**config.mk**
```make
export PLATFORM = sky130hd
export DESIGN_NAME = fir_mac_filter
export DESIGN_NICKNAME = d
export VERILOG_FILES = /design/src/rtl/fir_mac_filter.sv
export SDC_FILE = /design/constraint.sdc
export NUM_CORES = 1
export LEC_CHECK = 0
export CAP_MARGIN = 20
export CELL_PAD_IN_SITES_DETAIL_PLACEMENT = 2
export CELL_PAD_IN_SITES_GLOBAL_PLACEMENT = 2
export CORE_MARGIN = 5
export CORE_UTILIZATION = 24
export CTS_BUF_LIST = sky130_fd_sc_hd__clkbuf_16
export DETAILED_ROUTE_END_ITERATION = 7
export PLACE_DENSITY_LB_ADDON = 0.1
export SYNTH_ARGS = -nofsm -noshare
export SYNTH_HDL_FRONTEND = slang
export SYNTH_SLANG_ARGS = --single-unit
```
**constraint.sdc**
```tcl
create_clock -name clk_i -period 15 [get_ports clk_i]
set_clock_uncertainty 0.15 [all_clocks]
set_input_delay 2.25 -clock clk_i [delete_from_list [all_inputs] [get_ports clk_i]]
set_output_delay 2.25 -clock clk_i [all_outputs]
set_load 0.01 [all_outputs]
```
**src/rtl/fir_mac_filter.sv**
```systemverilog
// Time-multiplexed FIR filter: one multiply-accumulate per clock over a TAPS-deep
// circular sample history, producing a rounded, saturated result per accepted sample.
module fir_mac_filter #(
   parameter int unsigned DATA_WIDTH = 16,
   parameter int unsigned COEF_WIDTH = 18,
   parameter int unsigned TAPS       = 16,
   parameter int unsigned FRAC_BITS  = 16,
   parameter logic [TAPS*COEF_WIDTH-1:0] COEFS = {16{18'sd4096}}
) (
   input  logic                         clk_i,
   input  logic                         reset_ni,
   input  logic                         valid_i,
   input  logic signed [DATA_WIDTH-1:0] data_i,
   output logic signed [DATA_WIDTH-1:0] data_o,
   output logic                         valid_o,
   output logic                         busy_o,
   output logic                         overrun_o
);

   localparam int unsigned PTR_W  = $clog2(TAPS);
   localparam int unsigned PROD_W = DATA_WIDTH + COEF_WIDTH;
   localparam int unsigned ACC_W  = DATA_WIDTH + COEF_WIDTH + $clog2(TAPS);
   localparam logic signed [ACC_W-1:0] HALF    = ACC_W'(1) << (FRAC_BITS - 1);
   localparam logic signed [ACC_W-1:0] SAT_MAX =
      {{(ACC_W-DATA_WIDTH+1){1'b0}}, {(DATA_WIDTH-1){1'b1}}};
   localparam logic signed [ACC_W-1:0] SAT_MIN = ~SAT_MAX;

   typedef enum logic [1:0] {IDLE, MAC, OUT} state_t;

   state_t                       state_q, state_d;
   logic signed [DATA_WIDTH-1:0] hist_q [TAPS];
   logic signed [DATA_WIDTH-1:0] hist_d [TAPS];
   logic [PTR_W-1:0]             wr_ptr_q, wr_ptr_d;
   logic [PTR_W-1:0]             rd_ptr_q, rd_ptr_d;
   logic [PTR_W-1:0]             k_q, k_d;
   logic signed [ACC_W-1:0]      acc_q, acc_d;
   logic signed [DATA_WIDTH-1:0] data_q, data_d;
   logic                         valid_q, valid_d;
   logic                         busy_q, busy_d;
   logic                         overrun_q, overrun_d;

   logic signed [COEF_WIDTH-1:0] coef;
   logic signed [DATA_WIDTH-1:0] sample;
   logic signed [PROD_W-1:0]     prod;
   logic signed [ACC_W-1:0]      rnd;
   logic signed [DATA_WIDTH-1:0] sat;

   // Datapath: current tap product and rounded/saturated accumulator view.
   always_comb begin
      coef   = $signed(COEFS[32'(k_q)*COEF_WIDTH +: COEF_WIDTH]);
      sample = hist_q[rd_ptr_q];
      prod   = sample * coef;
      rnd    = (acc_q + HALF) >>> FRAC_BITS;
      if (rnd > SAT_MAX)      sat = SAT_MAX[DATA_WIDTH-1:0];
      else if (rnd < SAT_MIN) sat = SAT_MIN[DATA_WIDTH-1:0];
      else                    sat = rnd[DATA_WIDTH-1:0];
   end

   always_comb begin
      state_d   = state_q;
      hist_d    = hist_q;
      wr_ptr_d  = wr_ptr_q;
      rd_ptr_d  = rd_ptr_q;
      k_d       = k_q;
      acc_d     = acc_q;
      data_d    = data_q;
      valid_d   = 1'b0;
      overrun_d = 1'b0;
      case (state_q)
         IDLE: begin
            if (valid_i) begin
               hist_d[wr_ptr_q] = data_i;
               rd_ptr_d = wr_ptr_q;
               wr_ptr_d = (wr_ptr_q == PTR_W'(TAPS-1)) ? '0 : wr_ptr_q + PTR_W'(1);
               acc_d    = '0;
               k_d      = '0;
               state_d  = MAC;
            end
         end
         MAC: begin
            overrun_d = valid_i;
            acc_d     = acc_q + ACC_W'(prod);
            // Walk backwards through history: x[n-k].
            rd_ptr_d  = (rd_ptr_q == '0) ? PTR_W'(TAPS-1) : rd_ptr_q - PTR_W'(1);
            if (k_q == PTR_W'(TAPS-1)) begin
               k_d     = '0;
               state_d = OUT;
            end else begin
               k_d = k_q + PTR_W'(1);
            end
         end
         OUT: begin
            overrun_d = valid_i;
            data_d    = sat;
            valid_d   = 1'b1;
            state_d   = IDLE;
         end
         default: state_d = IDLE;
      endcase
      busy_d = (state_d != IDLE);
   end

   always_ff @(posedge clk_i or negedge reset_ni) begin
      if (!reset_ni) begin
         state_q   <= IDLE;
         for (int i = 0; i < int'(TAPS); i++) hist_q[i] <= '0;
         wr_ptr_q  <= '0;
         rd_ptr_q  <= '0;
         k_q       <= '0;
         acc_q     <= '0;
         data_q    <= '0;
         valid_q   <= 1'b0;
         busy_q    <= 1'b0;
         overrun_q <= 1'b0;
      end else begin
         state_q   <= state_d;
         hist_q    <= hist_d;
         wr_ptr_q  <= wr_ptr_d;
         rd_ptr_q  <= rd_ptr_d;
         k_q       <= k_d;
         acc_q     <= acc_d;
         data_q    <= data_d;
         valid_q   <= valid_d;
         busy_q    <= busy_d;
         overrun_q <= overrun_d;
      end
   end

   assign data_o    = data_q;
   assign valid_o   = valid_q;
   assign busy_o    = busy_q;
   assign overrun_o = overrun_q;

endmodule
```
After elaboration in Yosys (flattened, before gate mapping)
Cells that the tools add are included.

storage, ports and cells
  word-level logic and storage cells = 75
  input bits = 19
  register bits = 327

operators by class
  add/subtract/negate cells = 5
  reduce and logical (&&, ||, !) cells = 8
  shift-type cells = 1
  $mul = 2
  muxes and demuxes = 22
  $lt $le $gt $ge = 5
  bitwise gates (word level) = 2
  eq/ne operators = 5

operator list
  cell                                                              count
  indexed part select 288 x 10 -> 18 bit (first input constant)     1
  bitwise mux 256 bit                                               1
  two-way mux 16 bit                                                5
  one-hot mux 38 bit (2 select lines)                               1
  binary-select mux 16 bit (select 4 bit)                           1
  demux 16 bit (select 4 bit)                                       1
  adder 38 x 17 -> 38 bit (second input constant)                   1
  adder 38 x 34 -> 38 bit                                           1
  two-way mux 38 bit                                                1
  multiplier 16 x 18 -> 34 bit                                      1
  greater-than comparator 22 x 16 -> 1 bit (second input constant)  1
  less-than comparator 22 x 16 -> 1 bit (second input constant)     1
  two-way mux 4 bit                                                 5
  one-hot mux 4 bit (2 select lines)                                2
  greater-or-equal comparator 5 bit (second input constant)         2
  NOT 4 -> 5 bit                                                    2
  adder 4 x 1 -> 4 bit (second input constant)                      2
  equality test 4 bit (second input constant)                       2
  multiplier 4 x 4 -> 8 bit (second input constant)                 1
  less-than comparator 5 x 1 -> 1 bit (second input constant)       1
  zero test 4 bit                                                   1
  two-way mux 2 bit                                                 2
  one-hot mux 2 bit (2 select lines)                                1
  AND reduction 2 bit                                               2
  other kinds (9)                                                   11

Logic depth before layout (Yosys ltp)
Gate-level depths: netlist (run 1).

  depth in word-level cells = 7
  gate-level depth with buffers = 23
  depth with buffers taken out = 21

Worst setup path after synthesis (run 1)
Ideal clock, no wire load.

  path type = reg-to-reg
  start = register rd_ptr_q[1]
  end = register acc_q[37]
  buffers on the path = 2
  arrival = 5.453 ns
  setup time = 0.126 ns
  cell stages (with the launch flop) = 23
  slack = 9.271 ns
  cells stage by stage = dfrtp_1 -> clkbuf_1 -> nor2b_1 -> clkbuf_1 -> a221o_1 -> o22a_1 -> and2_1 -> inv_1 -> ha_1 -> inv_1 -> fa_1 -> inv_1 -> ha_1 -> fa_1 -> ha_1 -> ha_1 -> nand4_1 -> a21oi_1 -> a21oi_1 -> o311ai_0 -> xnor2_1 -> nor2_1 -> a221o_1

on the way
  longest elaborated chain between the ends = 7

ends and longest elaborated chain
  what                                                   line  text
  start, declared                                        34    logic [PTR_W-1:0] rd_ptr_q, rd_ptr_d;
  start signal, assigned                                 119   rd_ptr_q <= rd_ptr_d;
  NOT 4 -> 5 bit (not written as such)                   51    sample = hist_q[rd_ptr_q];
  binary-select mux 16 bit (select 4 bit)                51
  two-way mux 16 bit (not written as such) (2 in a row)  51
  multiplier 16 x 18 -> 34 bit                           52    prod = sample * coef;
  adder 38 x 34 -> 38 bit                                82    acc_d = acc_q + ACC_W'(prod);
  one-hot mux 38 bit (2 select lines)                    69    case (state_q)
  end signal, assigned                                   110   acc_q <= '0;
  end signal, assigned                                   121   acc_q <= acc_d;
  end, declared                                          36    logic signed [ACC_W-1:0] acc_q, acc_d;

Every way passes these cells. The select of a mux whose other input is x is not followed.
A chain may end at the register's enable or synchronous reset.

Final worst setup path (run 1)
  start = register rd_ptr_q[0]
  end = register acc_q[37]

The elaborated chain is that of the path after synthesis.

==> metrics.md, run 1 <==
| Metric | Value |
|---|---|
| Final Setup Violations | 0 |
| CP delay by family, top | compound AO/OA/AOI/OAI gates |
| Via count | 11.0k |
| Actual slew at the worst max-slew pin | 1.09 ns |
| Layout Cells excl Fill | 2330 |
| Worst-path clk slew | 0.06 ns |
| Largest net degree at the start of global routing | 163 |
| Crit path arrival time | 7.74 ns |
| Post-CTS Setup Repair Bufs | 0 |
| Final worst slack | 7.57 ns |
| Vias in the first global route | 12.7k |
| Initial antenna violation count | 0 |
| Max-slew violations | 0 |
| Fin nets | 1489 |
| Synth Instances | 1333 |
| Syn Std Cell Area | 16800 µm² |
| Post-route DRC | 0 |
| Sequential fraction of the synthesis area | 0.469 |
| Post-synth EDFFs | 0 |
| Req. time, crit path | 15.30 ns |
| Post-synthesis async set-or-reset flop share | 1.00 |
| Max FO, Critical Path | 40 |
| Clk_lat worst skew | 0.58 ns |
| Post-cts sizing count | 0 |
| Flop-to-flop setup slack | 7.57 ns |
| Core ar. | 69800 µm² |
| Crit end category | flip-flop |
| H-Tree Depth | 2 |
| Unique masters post-synth | 67 |
| Die width | 275 µm |
| Routed wire length | 53.1 mm |
| Most used DFF post-synth | dfrtp_1 |
| Antenna-violating nets left | 0 |
| Layout area overhead | 16.3% |
| Crit-path max cell delay | 0.76 ns |
| Die height | 275 µm |
| Port buffer count | 37 |
| Post-Place Cells | 2257 |
| Clock Tree Root | clkbuf_16 |
| Pre-CTS setup slack | 7.44 ns |
| CTS buffer count | 44 |
| Clock Sinks | 315 |
| CP Buf/Inv Count | 4 |
| Grt total ovfl | 0 |
| Final Core Density | 0.280 |
| Longest Clk Path Bufs | 3 |
| Crit-path slowest cell | dfrtp_4 |
| Vias per cell | 4.73 |
| First-pass GRT wire length | 81.5 mm |
| Hold_buf cts | 0 |
| Fin. Hold Viols | 0 |
| Mapped Nets | 1459 |
| Std-Cell Rows | 97 |
| CTS tree | yes |
| Syn_area_per_cell | 12.6 µm² |
| Share of cells above drive strength 1 | 0.299 |
| Class of the worst hold path | flip-flop to flip-flop |
| I/O pins | 38 |
| Routed wire length per instance | 22.8 µm |
| Number of warnings issued by yosys | 0 |
| Status | complete, no violations |
| Rel. slew slack | 0.270 |
| Crit path time final | 7.43 ns |
| Fmax | 135 MHz |
| TritonRoute pass-1 iters | 4 |
| Cell Chain, Critical Path | buf_4 -> mux2i_1 -> a221o_1 -> o22a_1 -> and2_1 -> inv_1 -> ha_1 -> ha_1 -> inv_1 -> fa_1 -> inv_1 -> ha_1 -> fa_1 -> a211oi_1 -> o21ai_0 -> a21oi_1 -> o311ai_0 -> xnor2_1 -> nor2_1 -> a221o_1 |
| Starting Density | 0.241 |
| RSZ-0062 raised after global routing | false |
| ANT cells | 0 |
| Post-DP HPWL | 32.9 mm |
| Tcrit/Tclk final | 0.496 |
| Most common cell after layout, fill and taps aside | dfrtp_1 |
| Initial DRC count | 332 |
| Gpl congestion | 0.703 |
| Commonest cells after routing, fill and taps aside | dfrtp_1 (313), mux2_2 (274), ha_1 (93), o21ai_0 (70), nand2_1 (59) |
| Max_cap viols | 0 |
| Die area | 75400 µm² |
| Critical Path Start Type | flip-flop |
| Seq cells post-synth | 315 |
| Tot GR Track Use | 0.142 |
| Setup CP Type | flip-flop to flip-flop |
| Setup_tns | 0 ns |
## worst register-to-register path: cells and delay by family, from the launching register on
family,cells,cell delay (ns)
AO/OA/AOI/OAI,7,2.24
adder cells (fa/ha/maj),5,1.85
buffers and inverters,4,1.53
flip-flops,1,0.76
AND/OR/NAND/NOR,2,0.28
XOR/XNOR,1,0.26
multiplexers,1,0.23
## registers in the layout, summed over array words and instances (netlist names)
register,flops
state_q,2
k_q,4
wr_ptr_q,4
rd_ptr_q,4
overrun_o,1
hist_q,256
acc_q,26
valid_o,1
data_o,16
busy_o,1
## routing by layer
layer / vias to the layer above / wire [µm] / GRT usage
met1: 5853 / 23700 / 0.179
met4: 0 / 1210 / 0.0369
met2: 111 / 26800 / 0.256
li1: 4984 / - / -
met5: - / 0 / 0
met3: 69 / 1320 / 0.0196
## cell families after synthesis
logic type | share of synthesized area
and+or+nand+nor | 0.0499
muxes | 0.256
buffers and inverters | 0.0295
AOI/OAI and AO/OA | 0.0926
xor gates and xnor gates | 0.0172
DFF | 0.469
adders and majority gates | 0.0859
## cell usage after synthesis (all sizes together), types with 19 or more instances
cell | count | area, µm²
nand3 | 19 | 95.1
dfrtp | 315 | 7880
o221ai | 22 | 255
mux4 | 32 | 721
mux2i | 49 | 490
inv | 44 | 165
mux2 | 274 | 3090
nand2 | 63 | 244
ha | 93 | 1160
nor2 | 39 | 146
clkbuf | 63 | 240
a21oi | 47 | 235
o21ai | 71 | 355
## per-stage QoR
step           hold WS (ns)  area [µm²]
2_1_floorplan         0.324       16800
3_3_place_gp          0.314       18300
3_5_place_dp          0.318       18300
4_1_cts               0.331       19500
5_1_grt               0.358       19500
6_report              0.323       19500
## cell type report
cell class	count	area (µm²)
fill	7426	50200
multi-input combinational	896	8450
sequential	315	7890
tap	940	1180
clock buffer	44	1100
timing repair buffer	62	576
clock inverter	29	189
inverter	44	165
## final timing paths
kind / start / endpoint / cells past startpoint
max: rd_ptr_q[0] / acc_q[37] / 20
min: data_o[15] / data_o[15] / 1
max reg2reg: rd_ptr_q[0] / acc_q[37] / 20
min reg2reg: data_o[15] / data_o[15] / 1
max in group asynchronous: reset_ni / hist_q[239] / 2
min in group asynchronous: reset_ni / valid_o / 1
Power of run 1 is not shown: default switching activity piles up to over one toggle a cycle in this logic, so the estimate is an artifact.
==> run 2: changes to the inputs <==
==> constraint.sdc (replaced) <==
create_clock -name clk_i -period 6 [get_ports clk_i]
set_clock_uncertainty 0.15 [all_clocks]
set_input_delay 0.9 -clock clk_i [delete_from_list [all_inputs] [get_ports clk_i]]
set_output_delay 0.9 -clock clk_i [all_outputs]
set_load 0.01 [all_outputs]
==> run 2 against run 1 <==
Die area unchanged; maximum frequency is 30% higher; worst hold slack lost 0.20 ns; global-route usage is essentially flat; register-to-register slack worse by 7.3 ns; highest routed layer unchanged.
==> metrics.md, run 2 (same netlist as run 1, synthesis figures left out) <==
| Metric | Value |
|---|---|
| Core ar. | 69800 µm² |
| Flop-to-flop setup slack | 0.29 ns |
| Clock Tree Root | clkbuf_16 |
| Tot GR Track Use | 0.142 |
| Reg with most FFs | hist_q |
| Vias per cell | 4.71 |
| Cell mode on critical path | buf_4 |
| Setup CP Type | flip-flop to flip-flop |
| Max FFs per register | 256 |
| Crit path time final | 5.71 ns |
| Gpl congestion | 0.705 |
| Antenna-violating nets left | 0 |
| Largest net degree at the start of global routing | 123 |
| ANT cells | 0 |
| Clock Sinks | 315 |
| Crit end category | flip-flop |
| Initial antenna violation count | 0 |
| Routed wire length per instance | 22.2 µm |
| Reg2reg end | acc_q[34] |
| Crit-path max cell delay | 0.49 ns |
| Hold_buf cts | 0 |
| Commonest cells after routing, fill and taps aside | dfrtp_1 (313), mux2_2 (274), ha_1 (93), buf_4 (64), o21ai_0 (62) |
| Pre-CTS setup slack | 0.0437 ns |
| First-pass GRT wire length | 81.8 mm |
| FF-to-FF path depth | 22 |
| Fin nets | 1534 |
| Fin. Hold Viols | 0 |
| Post-DP HPWL | 34.8 mm |
| Crit-path slowest cell | fa_1 |
| Class of the worst hold path | input pin to async pin |
| Tcrit/Tclk final | 0.952 |
| CTS tree | yes |
| Final Setup Violations | 0 |
| Clk_lat worst skew | 0.59 ns |
| Req. time, crit path | 6.28 ns |
| Initial DRC count | 324 |
| TritonRoute pass-1 iters | 4 |
| Most common cell after layout, fill and taps aside | dfrtp_1 |
| I/O pins | 38 |
| Final worst slack | 0.288 ns |
| Die area | 75400 µm² |
| Critical Path Start Type | flip-flop |
| Routed wire length | 52.8 mm |
| Status | complete, no violations |
| Die width | 275 µm |
| Layout area overhead | 19.2% |
| Max_cap viols | 0 |
| Grt total ovfl | 0 |
| Fillcell total | 7418 |
| Reg2Reg Launch Point | rd_ptr_q[0] |
| Die height | 275 µm |
| Vias in the first global route | 12.8k |
| Starting Density | 0.241 |
| Via count | 11.2k |
| Worst-path clk slew | 0.06 ns |
| Post-route DRC | 0 |
| Share of cells above drive strength 1 | 0.327 |
| Fmax | 175 MHz |
| Rel. slew slack | 0.397 |
| Cell Chain, Critical Path | buf_12 -> buf_6 -> mux2_2 -> o21ai_0 -> a21oi_1 -> a22oi_1 -> o21ai_1 -> buf_4 -> ha_1 -> fa_1 -> ha_1 -> ha_1 -> a211oi_1 -> buf_4 -> o211ai_1 -> buf_4 -> a211oi_1 -> buf_4 -> o21ai_0 -> a31oi_1 -> xor2_1 -> o21ai_0 |
| Crit path arrival time | 5.99 ns |
| Max-slew violations | 0 |
| Port buffer count | 37 |
| H-Tree Depth | 2 |
| Actual slew at the worst max-slew pin | 0.901 ns |
| Std-Cell Rows | 97 |
| RSZ-0062 raised after global routing | true |
| Max FO, Critical Path | 20 |
| Longest Clk Path Bufs | 3 |
| CTS buffer count | 42 |
==> run 2: changes by cell type in the layout (fill, tap and decap cells not counted), moves of 4 or more <==
cell | before | now
inv_1 | 56 | 60
buf_12 | 1 | 6
buf_4 | 24 | 64
nand2_2 | 3 | 7
nand2_1 | 59 | 55
o21ai_0 | 70 | 62
o21ai_1 | 1 | 9
==> run 2: layout make-up <==
| type | count | area [µm²] | share of cell area |
|---|---|---|---|
| repair buffers | 109 | 998 | 0.0499 |
| flip-flops and latches | 315 | 7890 | 0.394 |
| well taps | 940 | 1180 | 0.0588 |
| inverters | 44 | 165 | 0.00825 |
| clock inverters | 32 | 223 | 0.0111 |
| multi-input cells | 896 | 8490 | 0.424 |
| clock buffers | 43 | 1080 | 0.0537 |
==> run 2: timing repair <==
item | in CTS | in global routing
gates cloned | 0 | 0
hold endpoints to repair | 0 | 0
buffers inserted | 0 | 1
setup endpoints to repair | 1 | 7
gates resized for setup | 3 | 16
==> run 2: layer usage <==
metal	share of wire	track usage	wire length (µm)	vias up
li1	-	-	-	5083
met1	0.45	0.180	23700	5918
met2	0.50	0.253	26500	116
met3	0.023	0.0185	1210	88
met4	0.028	0.0450	1490	0
met5	0	0	0	-
==> run 2: worst max-delay path: cells and delay by family, from the launching register on <==
kind,cells,cell delay (ns)
compound gates,10,1.74
xor+xnor,1,0.21
fa+ha+maj,4,1.46
mux,1,0.35
buf+inv,6,1.14
flops,1,0.48
==> run 2: stage by stage <==
stage	hold slack, ns	util	std cells	TNS (ns)	area [µm²]
after CTS	0.106	0.286	2378	0	20000
after global placement	0.316	0.268	2303	0	18700
after global routing	0.143	0.287	2379	-0.0000888	20000
final	0.122	0.287	2379	0	20000
after floorplan	0.324	-	1333	0	16800
after detailed placement	0.322	0.268	2303	0	18700
==> run 2: how the worst max path moves through the flow <==
stage                           start   endpoint  slack (ns)  depth (start not counted)
after global routing      rd_ptr_q[2]  acc_q[35]    -0.00009                         23
after floorplan           rd_ptr_q[1]  acc_q[37]        0.27                         22
after CTS                 rd_ptr_q[2]  acc_q[37]        0.05                         24
after global placement    rd_ptr_q[2]  acc_q[37]        0.04                         22
final                     rd_ptr_q[0]  acc_q[34]        0.29                         22
after detailed placement  rd_ptr_q[2]  acc_q[37]        0.04                         22
Power of run 2 is left out for the same reason.
==> run 3: changes to the inputs <==
--- a/config.mk
+++ b/config.mk
@@ -12,7 +12,8 @@
 export CORE_UTILIZATION = 24
 export CTS_BUF_LIST = sky130_fd_sc_hd__clkbuf_16
 export DETAILED_ROUTE_END_ITERATION = 7
-export PLACE_DENSITY_LB_ADDON = 0.1
+export GPL_ROUTABILITY_DRIVEN = 0
+export PLACE_DENSITY = 0.61
 export SYNTH_ARGS = -nofsm -noshare
 export SYNTH_HDL_FRONTEND = slang
 export SYNTH_SLANG_ARGS = --single-unit
==> constraint.sdc (replaced) <==
create_clock -name clk_i -period 6.9 [get_ports clk_i]
set_clock_uncertainty 0.15 [all_clocks]
set_input_delay 1.035 -clock clk_i [delete_from_list [all_inputs] [get_ports clk_i]]
set_output_delay 1.035 -clock clk_i [all_outputs]
set_load 0.01 [all_outputs]
==> run 3 against run 2 <==
Maximum frequency decreased by 7.6%; core utilization decreased by 0.57 points; register-to-register slack improved by 0.43 ns; non-clock buffer count decreased by 35; sequential cell count unchanged; die area unchanged.
==> metrics.md, run 3 (same netlist as run 1, synthesis figures left out) <==
| Metric | Value |
|---|---|
| Final Setup Violations | 0 |
| Final worst slack | 0.716 ns |
| Grt total ovfl | 0 |
| Crit-path max cell delay | 0.63 ns |
| Rel. slew slack | 0.382 |
| Status | complete, no violations |
| Worst hold slack | 0.325 ns |
| Final Core Density | 0.281 |
| Most common cell after layout, fill and taps aside | dfrtp_1 |
| Tot GR Track Use | 0.132 |
| Cell Chain, Critical Path | buf_12 -> mux2i_1 -> a221oi_1 -> nor2_1 -> o21ai_0 -> ha_1 -> ha_1 -> inv_1 -> fa_1 -> inv_1 -> ha_1 -> fa_1 -> a211oi_1 -> o21ai_0 -> a211oi_1 -> o21bai_1 -> a31oi_1 -> nor4b_1 -> a211o_1 |
| Vias in the first global route | 12.3k |
| Class of the worst hold path | input pin to async pin |
| Actual slew at the worst max-slew pin | 0.925 ns |
| Fin. Hold Viols | 0 |
| Layout area overhead | 16.8% |
| Starting Density | 0.241 |
| Post-CTS Setup Repair Bufs | 0 |
| Crit end category | flip-flop |
| Routed wire length per instance | 21.3 µm |
| Reg2Reg Launch Point | rd_ptr_q[0] |
| Die area | 75400 µm² |
| I/O pins | 38 |
| Initial antenna violation count | 1 |
| CTS buffer count | 40 |
| Commonest cells after routing, fill and taps aside | dfrtp_1 (313), mux2_2 (274), ha_1 (93), o21ai_0 (70), nand2_1 (60) |
| Clock Sinks | 315 |
| Die height | 275 µm |
| Crit path time final | 6.18 ns |
| Hold_buf cts | 0 |
| Vias per cell | 4.70 |
| Max FFs per register | 256 |
| Tcrit/Tclk final | 0.896 |
| Crit-path slowest cell | dfrtp_4 |
| CP Buf/Inv Count | 3 |
| Max_cap viols | 0 |
| Share of cells above drive strength 1 | 0.303 |
| H-Tree Depth | 2 |
| Largest net degree at the start of global routing | 161 |
| CTS tree | yes |
| CP delay by family, top | compound AO/OA/AOI/OAI gates |
| Max FO, Critical Path | 56 |
| Max-slew violations | 0 |
| Post-DP HPWL | 32.1 mm |
| Cell mode on critical path | ha_1 |
| Post-cts sizing count | 0 |
| Req. time, crit path | 7.18 ns |
| Port buffer count | 37 |
| Clock Tree Root | clkbuf_16 |
| First-pass GRT wire length | 77.1 mm |
| Fin nets | 1497 |
| Antenna-violating nets left | 0 |
| TritonRoute pass-1 iters | 4 |
| Pre-CTS setup slack | 0.682 ns |
| Crit path arrival time | 6.46 ns |
| Post-route DRC | 0 |
| Initial DRC count | 469 |
| Fmax | 162 MHz |
| RSZ-0062 raised after global routing | false |
| Clk_lat worst skew | 0.58 ns |
| Core ar. | 69800 µm² |
| Via count | 11.0k |
| Setup CP Type | flip-flop to flip-flop |
| CP startpoint | rd_ptr_q[0] |
| Worst-path clk slew | 0.06 ns |
| Longest Clk Path Bufs | 3 |
| Reg with most FFs | hist_q |
| Std-Cell Rows | 97 |
| Critical Path Start Type | flip-flop |
| Routed wire length | 49.7 mm |
| Die width | 275 µm |
| Setup_tns | 0 ns |
==> run 3: layer usage <==
layer / global-route usage / wire (µm) / vias up
met5: 0 / 0 / -
met4: 0.0292 / 884 / 0
met1: 0.173 / 22600 / 5782
met3: 0.0237 / 1810 / 63
met2: 0.229 / 24400 / 142
li1: - / - / 4997
==> run 3: layout make-up <==
class,count,area [µm²]
Clock inverter,26,196
Timing Repair Buffer,74,738
Fill cell,7439,50200
Multi-Input combinational cell,896,8450
Clock buffer,40,1000
Tap cell,940,1180
Inverter,44,165
Sequential cell,315,7890
Antenna cell,1,2.50
==> run 3: final timing paths <==
path / slack (ns) / cells after the start / end
max: 0.72 / 19 / acc_q[35]
min: 0.33 / 1 / data_o[5]
max reg2reg: 0.72 / 19 / acc_q[35]
min reg2reg: 0.34 / 1 / data_o[15]
max in group asynchronous: 4.85 / 2 / rd_ptr_q[1]
min in group clk_i: 0.34 / 1 / data_o[15]
==> run 3: through the flow <==
| stage | cell area (µm²) | instances |
|---|---|---|
| CTS | 19600 | 2334 |
| global placement | 18300 | 2266 |
| detailed placement | 18400 | 2268 |
| finish | 19600 | 2336 |
| floorplan | 16800 | 1333 |
| global route | 19600 | 2335 |
==> run 3: worst reg2reg max path: stages (launching register included) <==
cell	delay (ns)
dfrtp_4	0.63
buf_12	0.43
mux2i_1	0.16
a221oi_1	0.54
nor2_1	0.11
o21ai_0	0.39
ha_1	0.32
ha_1	0.28
inv_1	0.06
fa_1	0.54
inv_1	0.05
ha_1	0.23
fa_1	0.43
a211oi_1	0.39
o21ai_0	0.23
a211oi_1	0.36
o21bai_1	0.15
a31oi_1	0.24
nor4b_1	0.08
a211o_1	0.27
Power of run 3 is left out for the same reason.
==> RTL change, RTL diff (config.mk and constraints of run 3) <==
Add an input register stage for `valid_i` and `data_i`; this delays them by one clock.
--- a/src/rtl/fir_mac_filter.sv
+++ b/src/rtl/fir_mac_filter.sv
@@ -28,2 +28,10 @@
    typedef enum logic [1:0] {IDLE, MAC, OUT} state_t;
+
+   logic valid_r;
+   logic signed [DATA_WIDTH-1:0] data_r;
+
+   always_ff @(posedge clk_i) begin
+      valid_r <= valid_i;
+      data_r  <= data_i;
+   end
 
@@ -70,4 +78,4 @@
          IDLE: begin
-            if (valid_i) begin
-               hist_d[wr_ptr_q] = data_i;
+            if (valid_r) begin
+               hist_d[wr_ptr_q] = data_r;
                rd_ptr_d = wr_ptr_q;
@@ -80,3 +88,3 @@
          MAC: begin
-            overrun_d = valid_i;
+            overrun_d = valid_r;
             acc_d     = acc_q + ACC_W'(prod);
@@ -92,3 +100,3 @@
          OUT: begin
-            overrun_d = valid_i;
+            overrun_d = valid_r;
             data_d    = sat;
Behaviour: not the same (Yosys sat finds a counterexample within 4 cycles, from zero or initial values and one cycle with reset_ni low).
==> RTL change against run 3 <==
Setup slack worse by 0.0089 ns. Routed wire length is 0.74% lower. Design area is 1.5% higher. Maximum frequency is 0.14% lower. Synthesized area is 0.99% higher. Sequential cell count is 17 higher. Highest routed layer unchanged.
Power is left out: the tool's default activity adds up to more than one toggle a clock period on the data nets, which glitch-free logic cannot reach.
==> RTL change: results (changes against run 3) <==
[placement]
place_area_sq_um=18600  ; +1.0%
placed_cells=2236  ; -1.4%

[sta]
slew_headroom=0.243  ; -0.139

[layout]
nNetsFinal=1466  ; -2.1%
n_antenna_cell=0  ; -1

[global_route]
use_met1=0.166  ; -0.00708
met2_usage=0.239  ; +0.00974
grt_max_degree=170  ; +5.6%

[routing]
drtIter0Drc=334  ; -29%
vias=10912  ; -0.66%
finalWirelength_mm=49.3  ; -0.74%
met2WireLength_mm=25.4  ; +4.2%
wl_met1_mm=21.6  ; -4.4%

[setup_path]
crit_fanout=22  ; -61%
cp_top_family=adder cells
cp.arrival_ns=6.49  ; +0.03 ns
cp_slowest_stage_delay_ns=1.06  ; +0.43 ns
critical-path-slowest-cell=dfrtp_1

[synth]
synth_commonest_cells=315 x dfrtp_1, 272 x mux2_2, 93 x ha_1
syn_area_per_cell_sq_um=13.1  ; +4.1%
synth.distinct_cells=61  ; -9.0%
syn-num-nets=1419  ; -2.7%
synth_area_leaders=dfrtp_1 46%, mux2_2 18%, ha_1 6.9%

[clock_tree]
cts_buffers=41  ; +2.5%

[status]
status=completed

## RTL change: worst paths after layout
path	start	end	slack [ns]	cells after the start
worst max-delay path	rd_ptr_q[3]	acc_q[32]	0.71	19
worst min-delay path	reset_ni	data_o[11]	0.30	1
worst max register to register	rd_ptr_q[3]	acc_q[32]	0.71	19
worst min register to register	hist_q[147]	hist_q[147]	0.35	1
max in group asynchronous	reset_ni	rd_ptr_q[0]	4.67	2
min in group clk_i	hist_q[147]	hist_q[147]	0.35	1
## RTL change: layout make-up
cell class,instances,area [sq um]
Sequential cell,332,8230
Tap cell,940,1180
Multi-Input combinational cell,852,8300
Clock buffer,41,1030
Inverter,37,139
Timing Repair Buffer,76,746
Clock inverter,35,304
Fill cell,7395,50100
## RTL change: logic make-up after synthesis
group	after synthesis	synth area share
buf+inv	109	0.0266
flops	332	0.485
compound gates	214	0.0910
mux	353	0.253
xor+xnor	38	0.0196
simple gates	140	0.0404
fa+ha+maj	107	0.0851
